<file path="src/rtl/lsu_ctrl.sv">
// Load/store unit: one access at a time from execute stage to a word-wide
// data memory port, with alignment checks, store lane formation, load
// extraction/extension and a bounded wait for the memory response.
module lsu_ctrl #(
    parameter int unsigned ADDR_W  = 32,
    parameter int unsigned TIMEOUT = 255
) (
    input  logic              clk,
    input  logic              rst_n,
    // core request
    input  logic              req_valid,
    output logic              req_ready,
    input  logic              req_wen,
    input  logic [2:0]        req_func3,
    input  logic [ADDR_W-1:0] req_addr,
    input  logic [31:0]       req_wdata,
    // core response
    output logic              resp_valid,
    input  logic              resp_ready,
    output logic [31:0]       resp_rdata,
    output logic              resp_err,
    // data memory port
    output logic              mem_valid,
    input  logic              mem_ready,
    output logic              mem_we,
    output logic [ADDR_W-1:0] mem_addr,
    output logic [31:0]       mem_wdata,
    output logic [3:0]        mem_wmask,
    input  logic              mem_rvalid,
    input  logic [31:0]       mem_rdata
);

    localparam int unsigned CNT_W  = 8;
    localparam int unsigned DATA_W = 32;
    localparam logic [CNT_W-1:0] CNT_LAST = CNT_W'(TIMEOUT - 1);

    typedef enum logic [1:0] {
        S_IDLE = 2'd0,
        S_REQ  = 2'd1,
        S_WAIT = 2'd2,
        S_RESP = 2'd3
    } state_e;

    state_e              state_q, state_d;
    logic                wen_q, wen_d;
    logic [2:0]          func3_q, func3_d;
    logic [1:0]          off_q, off_d;
    logic [CNT_W-1:0]    cnt_q, cnt_d;
    logic                mem_valid_q, mem_valid_d;
    logic                mem_we_q, mem_we_d;
    logic [ADDR_W-1:0]   mem_addr_q, mem_addr_d;
    logic [DATA_W-1:0]   mem_wdata_q, mem_wdata_d;
    logic [3:0]          mem_wmask_q, mem_wmask_d;
    logic                resp_valid_q, resp_valid_d;
    logic [DATA_W-1:0]   resp_rdata_q, resp_rdata_d;
    logic                resp_err_q, resp_err_d;

    logic                req_bad;
    logic [3:0]          st_wmask;
    logic [DATA_W-1:0]   st_wdata;
    logic [DATA_W-1:0]   ld_shift;
    logic [DATA_W-1:0]   ld_data;

    // Request decode: legality/alignment and store lane placement
    always_comb begin
        req_bad  = 1'b0;
        st_wmask = 4'b0000;
        st_wdata = '0;
        if (req_wen) begin
            req_bad = (req_func3 >= 3'd3);
        end else begin
            req_bad = (req_func3 == 3'd3) || (req_func3 == 3'd6) || (req_func3 == 3'd7);
        end
        if ((req_func3[1:0] == 2'd1) && req_addr[0]) begin
            req_bad = 1'b1;
        end
        if ((req_func3[1:0] == 2'd2) && (req_addr[1:0] != 2'b00)) begin
            req_bad = 1'b1;
        end
        case (req_func3[1:0])
            2'd0: begin
                st_wmask = 4'b0001 << req_addr[1:0];
                st_wdata = {4{req_wdata[7:0]}};
            end
            2'd1: begin
                st_wmask = 4'b0011 << req_addr[1:0];
                st_wdata = {2{req_wdata[15:0]}};
            end
            default: begin
                st_wmask = 4'b1111;
                st_wdata = req_wdata;
            end
        endcase
    end

    // Load extraction: shift addressed byte/half down, then extend
    always_comb begin
        ld_shift = mem_rdata >> {off_q, 3'b000};
        ld_data  = '0;
        case (func3_q)
            3'd0:    ld_data = {{24{ld_shift[7]}}, ld_shift[7:0]};
            3'd1:    ld_data = {{16{ld_shift[15]}}, ld_shift[15:0]};
            3'd4:    ld_data = {24'd0, ld_shift[7:0]};
            3'd5:    ld_data = {16'd0, ld_shift[15:0]};
            default: ld_data = ld_shift;
        endcase
        if (wen_q) begin
            ld_data = '0;
        end
    end

    // Next-state and registered-output logic
    always_comb begin
        state_d      = state_q;
        wen_d        = wen_q;
        func3_d      = func3_q;
        off_d        = off_q;
        cnt_d        = cnt_q;
        mem_valid_d  = mem_valid_q;
        mem_we_d     = mem_we_q;
        mem_addr_d   = mem_addr_q;
        mem_wdata_d  = mem_wdata_q;
        mem_wmask_d  = mem_wmask_q;
        resp_valid_d = resp_valid_q;
        resp_rdata_d = resp_rdata_q;
        resp_err_d   = resp_err_q;

        case (state_q)
            S_IDLE: begin
                if (req_valid) begin
                    wen_d   = req_wen;
                    func3_d = req_func3;
                    off_d   = req_addr[1:0];
                    if (req_bad) begin
                        state_d      = S_RESP;
                        resp_valid_d = 1'b1;
                        resp_err_d   = 1'b1;
                        resp_rdata_d = '0;
                    end else begin
                        state_d     = S_REQ;
                        mem_valid_d = 1'b1;
                        mem_we_d    = req_wen;
                        mem_addr_d  = {req_addr[ADDR_W-1:2], 2'b00};
                        mem_wdata_d = req_wen ? st_wdata : '0;
                        mem_wmask_d = req_wen ? st_wmask : 4'b0000;
                    end
                end
            end
            S_REQ: begin
                if (mem_ready) begin
                    state_d     = S_WAIT;
                    mem_valid_d = 1'b0;
                    cnt_d       = '0;
                end
            end
            S_WAIT: begin
                // a response arriving on the last allowed cycle still counts
                if (mem_rvalid) begin
                    state_d      = S_RESP;
                    resp_valid_d = 1'b1;
                    resp_err_d   = 1'b0;
                    resp_rdata_d = ld_data;
                end else if (cnt_q == CNT_LAST) begin
                    state_d      = S_RESP;
                    resp_valid_d = 1'b1;
                    resp_err_d   = 1'b1;
                    resp_rdata_d = '0;
                end else begin
                    cnt_d = cnt_q + CNT_W'(1);
                end
            end
            S_RESP: begin
                if (resp_ready) begin
                    state_d      = S_IDLE;
                    resp_valid_d = 1'b0;
                end
            end
            default: begin
                state_d = S_IDLE;
            end
        endcase
    end

    // State and output registers
    always_ff @(posedge clk or negedge rst_n) begin
        if (!rst_n) begin
            state_q      <= S_IDLE;
            wen_q        <= 1'b0;
            func3_q      <= 3'd0;
            off_q        <= 2'd0;
            cnt_q        <= '0;
            mem_valid_q  <= 1'b0;
            mem_we_q     <= 1'b0;
            mem_addr_q   <= '0;
            mem_wdata_q  <= '0;
            mem_wmask_q  <= 4'b0000;
            resp_valid_q <= 1'b0;
            resp_rdata_q <= '0;
            resp_err_q   <= 1'b0;
        end else begin
            state_q      <= state_d;
            wen_q        <= wen_d;
            func3_q      <= func3_d;
            off_q        <= off_d;
            cnt_q        <= cnt_d;
            mem_valid_q  <= mem_valid_d;
            mem_we_q     <= mem_we_d;
            mem_addr_q   <= mem_addr_d;
            mem_wdata_q  <= mem_wdata_d;
            mem_wmask_q  <= mem_wmask_d;
            resp_valid_q <= resp_valid_d;
            resp_rdata_q <= resp_rdata_d;
            resp_err_q   <= resp_err_d;
        end
    end

    assign req_ready  = (state_q == S_IDLE);
    assign mem_valid  = mem_valid_q;
    assign mem_we     = mem_we_q;
    assign mem_addr   = mem_addr_q;
    assign mem_wdata  = mem_wdata_q;
    assign mem_wmask  = mem_wmask_q;
    assign resp_valid = resp_valid_q;
    assign resp_rdata = resp_rdata_q;
    assign resp_err   = resp_err_q;

endmodule

</file>
<file path="config.mk">
export PLATFORM = sky130hd
export DESIGN_NAME = lsu_ctrl
export DESIGN_NICKNAME = d
export VERILOG_FILES = /design/src/rtl/lsu_ctrl.sv
export SDC_FILE = /design/constraint.sdc
export NUM_CORES = 1
export LEC_CHECK = 0
export CORE_UTILIZATION = 40
export DETAILED_ROUTE_END_ITERATION = 10
export GPL_TIMING_DRIVEN = 0
export PLACE_DENSITY = 0.72
export RECOVER_POWER = 50
export SLEW_MARGIN = 15
export SYNTH_ARGS = -nofsm -noshare
export SYNTH_HDL_FRONTEND = slang
export SYNTH_SLANG_ARGS = --single-unit
</file>
<file path="constraint.sdc">
create_clock -name clk -period 2.53 [get_ports clk]
set_input_delay 0.3795 -clock clk [delete_from_list [all_inputs] [get_ports clk]]
set_output_delay 0.3795 -clock clk [all_outputs]
set_load 0.1 [all_outputs]
</file>
==> reports/results.ini, run 1 <==
[finish]
multi_input_area_um2=2630
regArea_um2=2950
drive_above_1_share_pct=13.0
antenna_cells=0
fillers=1164
syn_to_final_growth_pct=51.5
fin_nets=902

[job]
timing.max_cap.violations=0

[clock_network]
clkLatencyLatePin_ns=0.42
cts_setup_buffers=0
ctsHtreeMaxLevel=4
cts_tree=built
root_buffer=clkbuf_16
clock_sinks=118
clkTransAtPathRegs_ns=0.06
numCtsBuffers=17
clockBufferDepth=2

[drt]
firstDrtPassIters=5
drt_iter0_drc=388
wl_mm=17.7
drc_errors=0
vias=5308
detail-route-antenna-nets=0
wire_per_inst_um=18.0
vias_per_cell=5.40

[worst_setup_path]
path_class=in -> reg
crit_buf_inv=3
cp.required_ns=2.83
cp_max_fo=10
critical-path-max-stage-delay_ns=0.58
cp.arrival_ns=2.70
cp_cell_sequence=clkdlybuf4s50_1, nor4_2, or2_1, nand3_1, buf_2, buf_4, a22o_1
slowest_stage=clkdlybuf4s50_1
worst_setup_path_end_kind=register
crit_family=buffers and inverters
crit_path_start_kind=input port

[global_route]
grt_pass1_wl_mm=28.0
antenna_found_initial=0
grt_use_total_pct=24.7
grt_max_degree=81
first_global_vias=5454
grt-ovfl-total=0

[timing]
fin_ws_ns=0.125
setup_viol=0
fmax_mhz=416
fin_crit_sh_pct=95.1
slew-limit-headroom_pct=26.3
fin_skew_ns=0.0121
fin_crit_ns=2.41
tightest_slew_ns=1.10
grt_setup_unrepaired=no
slew_violations=0
hold_violations=0
tns_ns=0

[floorplan]
fp-row-count=43
dieHeight_um=122
fp.coreArea_um2=14000
die_w_um=122
die_area_um2=14900
ios=211
initial_core_util_pct=41.3

[logic_synthesis]
synth.avg_cell_area_um2=10.3
synth_edf_count=0
synth-main-ff-cell=dfrtp_1
ys_warn_count=0
mappedNetlistArea_um2=5770
synth_top_area_cell=dfrtp_1
synth.distinct_cells=46
yosysSeqAreaShare_pct=51.1
async_flop_share_pct=100
synth_top_area_share_pct=51.1
netlist_top_cells_area=dfrtp_1, mux2_2, mux2i_1, nand2_1, a21oi_1
ys_ff_latch=118
synth_cells=560

[placement]
dp_slack_ns=-0.315
io_buffers=208
hpwl_mm=13.1
place_congestion=0.882

[hold_path]
hold_path_class=reg -> reg

[run_status]
status=completed

[synth_stat cells (2+ instances only)]
master / instances
or2_2: 2
clkbuf_1: 14
dfrtp_1: 118
a22o_1: 9
ha_1: 6
a31oi_1: 4
nand2b_1: 7
buf_4: 4
nor2_1: 37
a41o_1: 2
o21ai_0: 46
nand3_1: 8
mux2i_1: 42
a21oi_1: 50
nand3b_1: 8
inv_1: 10
xnor2_1: 2
a21boi_0: 8
a211o_1: 2
mux2_2: 42
o31ai_1: 25
buf_2: 15
buf_1: 3
or3_1: 2
nand2_1: 71
nor3_1: 3
[final timing paths]
kind	to	from	slack [ns]	depth (start not counted)
max in group asynchronous	mem_addr[7]$_DFFE_PN0P_	rst_n	0.57	3
worst min-delay path	resp_rdata[26]$_DFFE_PN0P_	resp_rdata[26]$_DFFE_PN0P_	0.47	2
min in group asynchronous	cnt_q[3]$_DFFE_PN0P_	rst_n	0.67	2
worst max register to register	resp_rdata[16]$_DFFE_PN0P_	state_q[0]$_DFFE_PN0P_	0.19	9
worst max-delay path	mem_wdata[7]$_DFFE_PN0P_	req_addr[0]	0.12	7
worst min register to register	resp_rdata[26]$_DFFE_PN0P_	resp_rdata[26]$_DFFE_PN0P_	0.47	2
[stage by stage]
stage | instance area, um2 | hold WS (ns) | cells | util (%)
CTS | 8750 | 0.450 | 983 | 62.6
global placement | 8090 | 0.460 | 949 | 57.8
finish | 8750 | 0.469 | 983 | 62.5
global route | 8750 | 0.489 | 983 | 62.5
floorplan | 5780 | 0.0839 | 561 | -
detailed placement | 8120 | 0.320 | 950 | 58.0
[worst min-delay path, stage by stage, from the launching register on]
cell and delay (ns):
dfrtp_1 0.33, nand2_1 0.05, o31ai_1 0.05
[cell families (layout without fill, tap and decap cells)]
family | after synthesis | after routing | share of synthesized area [%]
multiplexers | 84 | 84 | 15.5
AO/OA/AOI/OAI | 154 | 154 | 16.3
other | 1 | 2 | 0.0650
flip-flops | 118 | 118 | 51.1
XOR/XNOR | 2 | 2 | 0.303
adder cells (fa/ha/maj) | 6 | 6 | 1.30
AND/OR/NAND/NOR | 148 | 148 | 11.7
buffers and inverters | 47 | 289 | 3.77
[cell usage in the layout (no fill, tap or decap), types with 6 or more instances in the layout]
master             n
ha_1               6
clkbuf_1          17
nand3b_1           8
mux2_2            42
nand2_1           70
a21oi_1           50
o21ai_0           46
buf_2             11
nand3_1            8
a21boi_0           8
clkbuf_16         17
inv_1             10
a22o_1             9
nor2_1            37
o31ai_1           25
clkdlybuf4s50_1  202
dfrtp_1          118
mux2i_1           42
nand2b_1           7
[what timing repair did]
item | 4_1_cts | 5_1_grt
setup endpoints to repair | 1 | 39
pin swaps | 0 | 0
endpoints found under the hold margin | 38 | 0
hold buffers | 1 | 0
gates resized for setup | 1 | 4
[cell type report]
type / instances / share of cell area, %
plain buffers: 37 / 2.03
multi-input cells: 396 / 30.0
repair buffers: 210 / 24.0
flip-flops and latches: 118 / 33.8
clock inverters: 11 / 1.69
clock buffers: 21 / 5.49
well taps: 180 / 2.58
inverters: 10 / 0.429
[state kept, by name, indices dropped and copies added (netlist names), 2 cells and up]
register,count
resp_rdata,32
mem_wmask,4
state_q,2
cnt_q,8
off_q,2
func3_q,3
mem_addr,30
mem_wdata,32
[routing by layer]
metal  up-vias  share of wire (%)  global-route usage (%)
met5         -                  0                       0
met4         0                1.8                    8.38
met3        28                9.7                    10.3
met2       234                 49                    40.7
met1      2593                 39                    28.8
li1       2453                  -                       -
Power of run 1 is not shown: default switching activity piles up to over one toggle a cycle in this logic, so the estimate is an artifact.
==> inputs of run 2 (changes only) <==
Settings changed: CORE_ASPECT_RATIO set to 1.75.
==> run 2 against run 1 <==
Effect of this change: global-route usage is essentially flat; non-clock buffer count is the same; clock-buffer cell count shrank 4; sequential cell count is the same; fmax grew 1.3%; core utilization shrank 0.25 points; register-to-register slack is essentially flat; final area shrank 0.47%; hold slack gained 0.0073 ns; sequential share of layout area grew 0.16 points; via count shrank 0.47%; critical endpoint is now req_ready; largest cell class unchanged.
==> reports/results.ini, run 2 (synthesis results as in run 1) <==
[floorplan]
die_w_um=92.8  ; -24%
fp.coreArea_um2=14000  ; about the same
die_area_um2=14900  ; +0.13%
dieHeight_um=161  ; +32%
fp-row-count=57  ; +33%
ios=211  ; unchanged
initial_core_util_pct=41.3  ; about the same

[job]
timing.max_cap.violations=0  ; unchanged

[drt]
drt_iter0_drc=174  ; -55%
drc_errors=0  ; unchanged
vias=5283  ; -0.47%
detail-route-antenna-nets=0  ; unchanged
firstDrtPassIters=4  ; -1
wire_per_inst_um=18.3  ; +1.4%
wl_mm=17.9  ; +1.1%
vias_per_cell=5.39  ; -0.17%

[clock_network]
clkLatencyLatePin_ns=0.41  ; about the same
cts_setup_buffers=0  ; unchanged
ctsHtreeMaxLevel=4  ; unchanged
clock_sinks=118  ; unchanged
clkTransAtPathRegs_ns=0.06  ; about the same
clockBufferDepth=2  ; unchanged
numCtsBuffers=17  ; unchanged
root_buffer=clkbuf_16
cts_tree=built

[placement]
hpwl_mm=13.7  ; +4.5%
place_inst=947  ; -0.32%
io_buffers=208  ; unchanged
place_congestion=0.900  ; +2.1%

[timing]
fmax_mhz=421  ; +1.3%
fin_skew_ns=0.00924  ; -0.00287 ns
fin_crit_ns=2.38  ; -0.0301 ns
slew_violations=0  ; unchanged
tightest_slew_ns=1.22  ; +0.124 ns
hold_violations=0  ; unchanged
hold_ws_ns=0.476  ; +0.00728 ns
grt_setup_unrepaired=no
slew-limit-headroom_pct=18.3  ; -8.0 points
setup_viol=0  ; unchanged
fin_crit_sh_pct=93.9  ; -1.2 points

[worst_setup_path]
reg2reg_setup_slack_ns=0.18  ; about the same
cp_max_fo=3  ; -7
r2r-end=resp_rdata[11]$_DFFE_PN0P_
crit_buf_inv=2  ; -1
slowest_stage=dlygate4sd2_1
crit_family=buffers and inverters
crit_path_start_kind=register
path_class=reg -> out
worst_setup_path_end_kind=output port
critical-path-max-stage-delay_ns=0.89  ; +0.31 ns
r2r-start=state_q[0]$_DFFE_PN0P_
rr_worst_depth=9  ; unchanged
cp.required_ns=2.15  ; -0.68 ns
cp.arrival_ns=2.00  ; -0.70 ns
cp_cell_sequence=inv_1, ha_1, dlygate4sd2_1

[hold_path]
min_to=resp_rdata[27]$_DFFE_PN0P_
hold_path_depth=2  ; unchanged
hold_path_class=reg -> reg
min_from=resp_rdata[27]$_DFFE_PN0P_

[finish]
final_common_cell=clkdlybuf4s50_1
drive_above_1_share_pct=13.2  ; +0.25 points
stdcell_count=980  ; -0.31%
antenna_cells=0  ; unchanged
fin_nets=902  ; unchanged
syn_to_final_growth_pct=50.8
fillers=1230  ; +5.7%
final_cell_mix=clkdlybuf4s50_1, dfrtp_1, nand2_1

[global_route]
grt_use_total_pct=24.7  ; about the same
antenna_found_initial=0  ; unchanged
grt_pass1_wl_mm=28.3  ; +1.1%
grt-ovfl-total=0  ; unchanged
first_global_vias=5547  ; +1.7%
grt_max_degree=72  ; -11%

[run_status]
status=completed

[run 2: what timing repair did]
item / 4_1_cts / 5_1_grt
pin swaps: 0 / 0
endpoints found under the hold margin: 47 / 0
hold buffers: 1 / 0
endpoints found under the setup margin: 1 / 32
resized for setup: 1 / 6
[run 2: layer usage]
metal	vias to the layer above	track usage, %	wire length [um]
li1	2460	-	-
met1	2536	25.0	6320
met2	241	44.4	9430
met3	46	7.20	1290
met4	0	13.6	865
met5	-	0	0
[run 2: how the worst max path moves through the flow]
stage / from / end / depth (start not counted)
CTS: state_q[0]$_DFFE_PN0P_ / resp_rdata[7]$_DFFE_PN0P_ / 8
global placement: rst_n / mem_wdata[17]$_DFFE_PN0P_ / 1
floorplan: state_q[0]$_DFFE_PN0P_ / resp_rdata[10]$_DFFE_PN0P_ / 9
detailed placement: req_addr[0] / resp_rdata[30]$_DFFE_PN0P_ / 7
finish: state_q[0]$_DFFE_PN0P_ / req_ready / 3
global route: state_q[0]$_DFFE_PN0P_ / resp_rdata[7]$_DFFE_PN0P_ / 8
[run 2: worst min-delay path: cells and delay by family, from the launching register on]
family | cells | cell delay, ns
DFF | 1 | 0.34
and+or+nand+nor | 1 | 0.05
AOI/OAI and AO/OA | 1 | 0.05
[run 2: final cells by class]
type	instances	area [um2]	area share, %
flip-flops and latches	118	2950	33.9
multi-input cells	396	2620	30.1
repair buffers	210	2100	24.1
clock buffers	17	425	4.89
well taps	177	221	2.54
plain buffers	37	180	2.07
clock inverters	15	166	1.91
inverters	10	37.5	0.431
[run 2: through the flow]
| stage | TNS [ns] | util (%) | cell area [um2] | worst slack, ns |
|---|---|---|---|---|
| 5_1_grt | 0 | 62.3 | 8700 | 0.0109 |
| 4_1_cts | 0 | 62.3 | 8710 | 0.0272 |
| 3_3_place_gp | -419.17 | 57.8 | 8080 | -3.53 |
| 3_5_place_dp | -4.04 | 58.0 | 8110 | -0.140 |
| 6_report | 0 | 62.3 | 8700 | 0.155 |
| 2_1_floorplan | 0 | - | 5780 | 0.109 |
Power of run 2 is left out for the same reason.
